<file path="src/rtl/fifo_pkg.sv">
// Shared types and helpers for the parametrised synchronous FIFO.
// Imported by the storage array and the FIFO top level.
package fifo_pkg;

    function automatic int addr_w(input int depth);
        return (depth > 1) ? $clog2(depth) : 1;
    endfunction

    typedef struct packed {
        logic full;
        logic empty;
        logic almost_full;
        logic almost_empty;
        logic overflow;
        logic underflow;
    } fifo_status_t;

    typedef enum logic {
        MODE_STD  = 1'b0,
        MODE_FWFT = 1'b1
    } read_mode_e;

endpackage

</file>
<file path="src/rtl/fifo_mem_2p.sv">
// Two-port FIFO storage: synchronous write, asynchronous read.
// Contents are intentionally not reset.
module fifo_mem_2p
    import fifo_pkg::*;
#(
    parameter int DATA_WIDTH = 8,
    parameter int DEPTH      = 16
) (
    input  logic                        clk,
    input  logic                        wr_en,
    input  logic [addr_w(DEPTH)-1:0]    wr_addr,
    input  logic [DATA_WIDTH-1:0]       wr_data,
    input  logic [addr_w(DEPTH)-1:0]    rd_addr,
    output logic [DATA_WIDTH-1:0]       rd_data
);

    logic [DATA_WIDTH-1:0] mem [DEPTH];

    always_ff @(posedge clk) begin
        if (wr_en) begin
            mem[wr_addr] <= wr_data;
        end
    end

    assign rd_data = mem[rd_addr];

endmodule

</file>
<file path="src/rtl/param_sync_fifo.sv">
// Single-clock FIFO with thresholds, occupancy count, sticky error flags,
// synchronous flush and selectable standard / first-word-fall-through read.
module param_sync_fifo
    import fifo_pkg::*;
#(
    parameter int DATA_WIDTH    = 8,
    parameter int DEPTH         = 16,
    parameter int AFULL_THRESH  = DEPTH - 2,
    parameter int AEMPTY_THRESH = 2,
    parameter int FWFT          = 0
) (
    input  logic                        clk,
    input  logic                        rst_n,
    input  logic                        flush,
    input  logic                        write_en,
    input  logic [DATA_WIDTH-1:0]       data_in,
    input  logic                        read_en,
    output logic [DATA_WIDTH-1:0]       data_out,
    output logic                        data_valid,
    output logic                        full,
    output logic                        empty,
    output logic                        almost_full,
    output logic                        almost_empty,
    output logic [addr_w(DEPTH):0]      count,
    output logic                        overflow,
    output logic                        underflow,
    input  logic                        err_clr
);

    localparam int         AW        = addr_w(DEPTH);
    localparam read_mode_e MODE      = (FWFT != 0) ? MODE_FWFT : MODE_STD;
    localparam logic [AW:0] DEPTH_CNT = (AW + 1)'(DEPTH);

    logic [AW:0]           wptr, rptr, cnt;
    logic [AW:0]           wptr_nxt, rptr_nxt, cnt_nxt;
    logic                  full_q, empty_q, ovf_q, udf_q, dv_q;
    logic                  wr_acc, rd_acc;
    logic [DATA_WIDTH-1:0] rd_data, dout_q;
    fifo_status_t          status;

    // A same-cycle read never frees a slot for the write; full gates it alone.
    assign wr_acc = write_en && !full_q;
    assign rd_acc = read_en && !empty_q;

    always_comb begin
        wptr_nxt = wptr;
        rptr_nxt = rptr;
        if (flush) begin
            wptr_nxt = '0;
            rptr_nxt = '0;
        end else begin
            if (wr_acc) wptr_nxt = wptr + 1'b1;
            if (rd_acc) rptr_nxt = rptr + 1'b1;
        end
        cnt_nxt = wptr_nxt - rptr_nxt;
    end

    always_ff @(posedge clk or negedge rst_n) begin
        if (!rst_n) begin
            wptr    <= '0;
            rptr    <= '0;
            cnt     <= '0;
            full_q  <= 1'b0;
            empty_q <= 1'b1;
        end else begin
            wptr    <= wptr_nxt;
            rptr    <= rptr_nxt;
            cnt     <= cnt_nxt;
            full_q  <= (cnt_nxt == DEPTH_CNT);
            empty_q <= (cnt_nxt == '0);
        end
    end

    // A fresh error event in the clearing cycle keeps its flag set.
    always_ff @(posedge clk or negedge rst_n) begin
        if (!rst_n) begin
            ovf_q <= 1'b0;
            udf_q <= 1'b0;
        end else begin
            if (write_en && full_q) ovf_q <= 1'b1;
            else if (err_clr)       ovf_q <= 1'b0;
            if (read_en && empty_q) udf_q <= 1'b1;
            else if (err_clr)       udf_q <= 1'b0;
        end
    end

    always_ff @(posedge clk or negedge rst_n) begin
        if (!rst_n) begin
            dv_q   <= 1'b0;
            dout_q <= '0;
        end else begin
            dv_q <= rd_acc && !flush && (MODE == MODE_STD);
            if (rd_acc && !flush) dout_q <= rd_data;
        end
    end

    fifo_mem_2p #(
        .DATA_WIDTH (DATA_WIDTH),
        .DEPTH      (DEPTH)
    ) u_mem (
        .clk     (clk),
        .wr_en   (wr_acc && !flush),
        .wr_addr (wptr[AW-1:0]),
        .wr_data (data_in),
        .rd_addr (rptr[AW-1:0]),
        .rd_data (rd_data)
    );

    always_comb begin
        status              = '0;
        status.full         = full_q;
        status.empty        = empty_q;
        status.almost_full  = (int'(cnt) >= AFULL_THRESH);
        status.almost_empty = (int'(cnt) <= AEMPTY_THRESH);
        status.overflow     = ovf_q;
        status.underflow    = udf_q;
    end

    assign full         = status.full;
    assign empty        = status.empty;
    assign almost_full  = status.almost_full;
    assign almost_empty = status.almost_empty;
    assign overflow     = status.overflow;
    assign underflow    = status.underflow;
    assign count        = cnt;

    assign data_out   = (MODE == MODE_FWFT) ? (empty_q ? '0 : rd_data) : dout_q;
    assign data_valid = (MODE == MODE_FWFT) ? !empty_q : dv_q;

endmodule
</file>
<file path="config.mk">
export PLATFORM = sky130hd
export DESIGN_NAME = param_sync_fifo
export DESIGN_NICKNAME = d
export VERILOG_FILES = /design/src/rtl/fifo_pkg.sv /design/src/rtl/fifo_mem_2p.sv /design/src/rtl/param_sync_fifo.sv
export SDC_FILE = /design/constraint.sdc
export NUM_CORES = 1
export LEC_CHECK = 0
export BUFFER_PORTS_ARGS = -buffer_cell sky130_fd_sc_hd__buf_4
export CAP_MARGIN = 20
export CORE_UTILIZATION = 54
export CTS_CLUSTER_SIZE = 8
export DETAILED_ROUTE_END_ITERATION = 7
export PLACE_DENSITY = 0.76
export SLEW_MARGIN = 20
export SYNTH_ARGS = -nofsm -noshare
export SYNTH_HDL_FRONTEND = slang
export SYNTH_HIERARCHICAL = 1
export SYNTH_SLANG_ARGS = --single-unit
export TNS_END_PERCENT = 30
</file>
<file path="constraint.sdc">
create_clock -name clk -period 2.5 [get_ports clk]
set_clock_uncertainty 0.05 [all_clocks]
set_input_delay 0.375 -clock clk [delete_from_list [all_inputs] [get_ports clk]]
set_output_delay 0.375 -clock clk [all_outputs]
set_load 0.01 [all_outputs]
</file>
==> results.json <==
{
  "outcome": "finished, final reports clean",
  "drc_errors": 0,
  "grt_antenna_before_repair": 0,
  "ys_seq_elements": 156,
  "wl_um": 12150,
  "vdd_drop_max_mv": 0.5910,
  "gr-total-overflow": 0,
  "drv_cap": 0,
  "synth.cell_area_mm2": 0.006309,
  "cts_made_buffers": 17,
  "layout.cells.non_filler": 558,
  "setup_violations": 0,
  "place_hpwl_um": 7586,
  "yosys.area.top_type": "edfxtp_1",
  "clk_latency_ns": 0.42,
  "clockRootBuffer": "clkbuf_16",
  "viasPerCell": 5.871,
  "max_freq_mhz": 420.8,
  "utilization_pct": 65.53,
  "dp.cells": 522,
  "worstSetupPathType": "flop to flop",
  "nets": 424,
  "post-place-ws_ns": -0.1239,
  "pwr_density_cell_mw_per_mm2": 906.3,
  "final.setup.worst_slack_ns": 0.1235,
  "cp-end-kind": "flop",
  "clk_pin_slew_ns": 0.06,
  "grt_pass1_vias": 3310,
  "final_antenna_net_count": 0,
  "hold_class": "input pin to flop",
  "drtIter0Drc": 212,
  "required_ns": 2.79,
  "port_buffers": 33,
  "initial_core_util_pct": 55.25,
  "fillers": 772,
  "final_cell_mix": "edfxtp_1, buf_4, dfrtp_1",
  "cts_buffer_depth": 2,
  "synth_top_flop_cell": "edfxtp_1",
  "start_kind": "flop",
  "netlist.area_leader.share_pct": 60.93,
  "yosysWarnings": 6,
  "placementRows": 39,
  "slew_violations": 0,
  "synth_edf_count": 128,
  "grt_pass1_wl_um": 18350,
  "gp_congestion": 0.8145,
  "grt_max_degree": 33,
  "grt_usage_pct": 22.17,
  "areaGrowthSynthToFinish_pct": 18.60,
  "wl_per_cell_um": 21.77,
  "avgSynthCellArea_um2": 19.06,
  "synth_area_leaders": "edfxtp_1, dfrtp_1, mux4_2, mux4_1, a22oi_1",
  "synthCells": 331,
  "coreArea_mm2": 0.01142,
  "ys_types": 44,
  "hold_viol_final": 0,
  "final_common_cell": "edfxtp_1",
  "synthesis.nets": 352,
  "slew_headroom_pct": 51.35,
  "layout-drive-gt1-share_pct": 33.25,
  "async_reset_ff_share_pct": 17.95,
  "die-height_um": 110.1,
  "routed-via-count": 3276,
  "yosysSeqAreaShare_pct": 72.05,
  "die_w_um": 110.1,
  "cts.sinks": 156,
  "worst_pin_slew_ns": 0.7283,
  "arrival_ns": 2.66,
  "min_period_over_period_pct": 95.06,
  "antenna_cells": 0,
  "die_area_mm2": 0.01212,
  "p_leak_nw": 2.673,
  "htree_levels": 4,
  "critPathMaxFanout": 4,
  "finalCriticalPeriod_ns": 2.377,
  "dr.pass1.iters": 5,
  "ios": 34,
  "cts_tree": "yes"
}
area by class of cell:
class | count | area, um^2 | area share [%]
Clock buffer | 17 | 425.4 | 5.686
Clock inverter | 14 | 127.6 | 1.706
Inverter | 10 | 37.54 | 0.5017
Multi-Input combinational cell | 154 | 1670 | 22.32
Sequential cell | 156 | 4547 | 60.77
Tap cell | 143 | 178.9 | 2.391
Timing Repair Buffer | 64 | 495.5 | 6.622
registers in the layout, summed over array words and instances, names as in the netlist:
signal / cells
count: 5
data_out: 8
data_valid: 1
empty: 1
full: 1
overflow: 1
rptr: 5
u_mem/mem: 128
underflow: 1
wptr: 5
report_power, final:
group | internal (mW) | total (mW) | switching, mW
Clock | 1.44 | 2.39 | 0.952
Sequential | 2.99 | 3.09 | 0.100
Combinational | 0.673 | 1.29 | 0.621
Total | 5.11 | 6.78 | 1.67
routing by layer:
layer	up-vias	track usage [%]	share of wire [%]
met4	0	9.143	0.94
met2	111	34.82	50
met5	-	0	0
met3	8	6.349	6.0
li1	1469	-	-
met1	1688	29.27	43
path summary, 6_finish.rpt:
kind | depth (start not counted) | slack, ns | endpoint | from
worst min-delay path | 2 | 0.13 | underflow | err_clr
worst min register to register | 1 | 0.46 | data_out[0] | data_out[0]
max in group asynchronous | 2 | 1.69 | empty | rst_n
worst max-delay path | 10 | 0.12 | empty | empty
worst max register to register | 10 | 0.12 | empty | empty
min in group asynchronous | 2 | 0.39 | data_out[7] | rst_n
synthesized netlist by cell type (2+ instances only):
cell type / instances
edfxtp_1: 128
dfrtp_1: 27
nor2_1: 19
mux4_2: 18
a22oi_1: 16
mux4_1: 14
nand2_1: 13
inv_1: 10
mux2_2: 8
ha_1: 6
nor3_1: 6
nor2b_1: 5
xor2_1: 5
mux2i_1: 4
o21ai_0: 4
or2_2: 4
buf_2: 3
buf_6: 3
clkdlybuf4s25_2: 3
nand3b_1: 3
o211ai_1: 3
xnor2_1: 3
a21oi_1: 2
nand2b_1: 2
nand3_1: 2
nand4_1: 2
stage by stage:
stage | area (um^2) | total power [mW] | TNS (ns) | hold WS (ns)
after floorplan | 6309 | 3.874 | 0 | 0.02941
after global placement | 6854 | 4.328 | -0.001546 | 0.2578
after detailed placement | 6854 | 4.374 | -0.2849 | 0.2697
after CTS | 7446 | 6.794 | 0 | 0.1207
after global routing | 7482 | 7.062 | -0.007222 | 0.1256
final | 7482 | 6.781 | 0 | 0.1297
kinds of logic after synthesis:
kind of cell             count (synthesis)  share of synthesized area [%]
AO/OA/AOI/OAI                           33                          3.927
XOR/XNOR                                 8                          1.111
buffers and inverters                   21                          2.023
adder cells (fa/ha/maj)                  7                          1.507
multiplexers                            44                          14.32
AND/OR/NAND/NOR                         62                          5.058
flip-flops                             156                          72.05
what timing repair did:
| item | 4_1_cts | 5_1_grt |
|---|---|---|
| endpoints found under the setup margin | 2 | 6 |
| resized for setup | 3 | 9 |
| pin swaps | 1 | 1 |
| hold buffers | 1 | 0 |
| hold endpoints to repair | 27 | 0 |
| buffers inserted | 2 | 2 |
critical path: stages, from the launching register on:
cell	delay (ns)
dfstp_2	0.57
nor2b_2	0.08
xnor2_1	0.14
nor2_2	0.16
ha_2	0.21
inv_1	0.06
fa_2	0.35
xor2_1	0.20
nor3_2	0.15
o211ai_1	0.13
mux2i_1	0.19
Note: power is estimated with default switching activity, not from simulation.
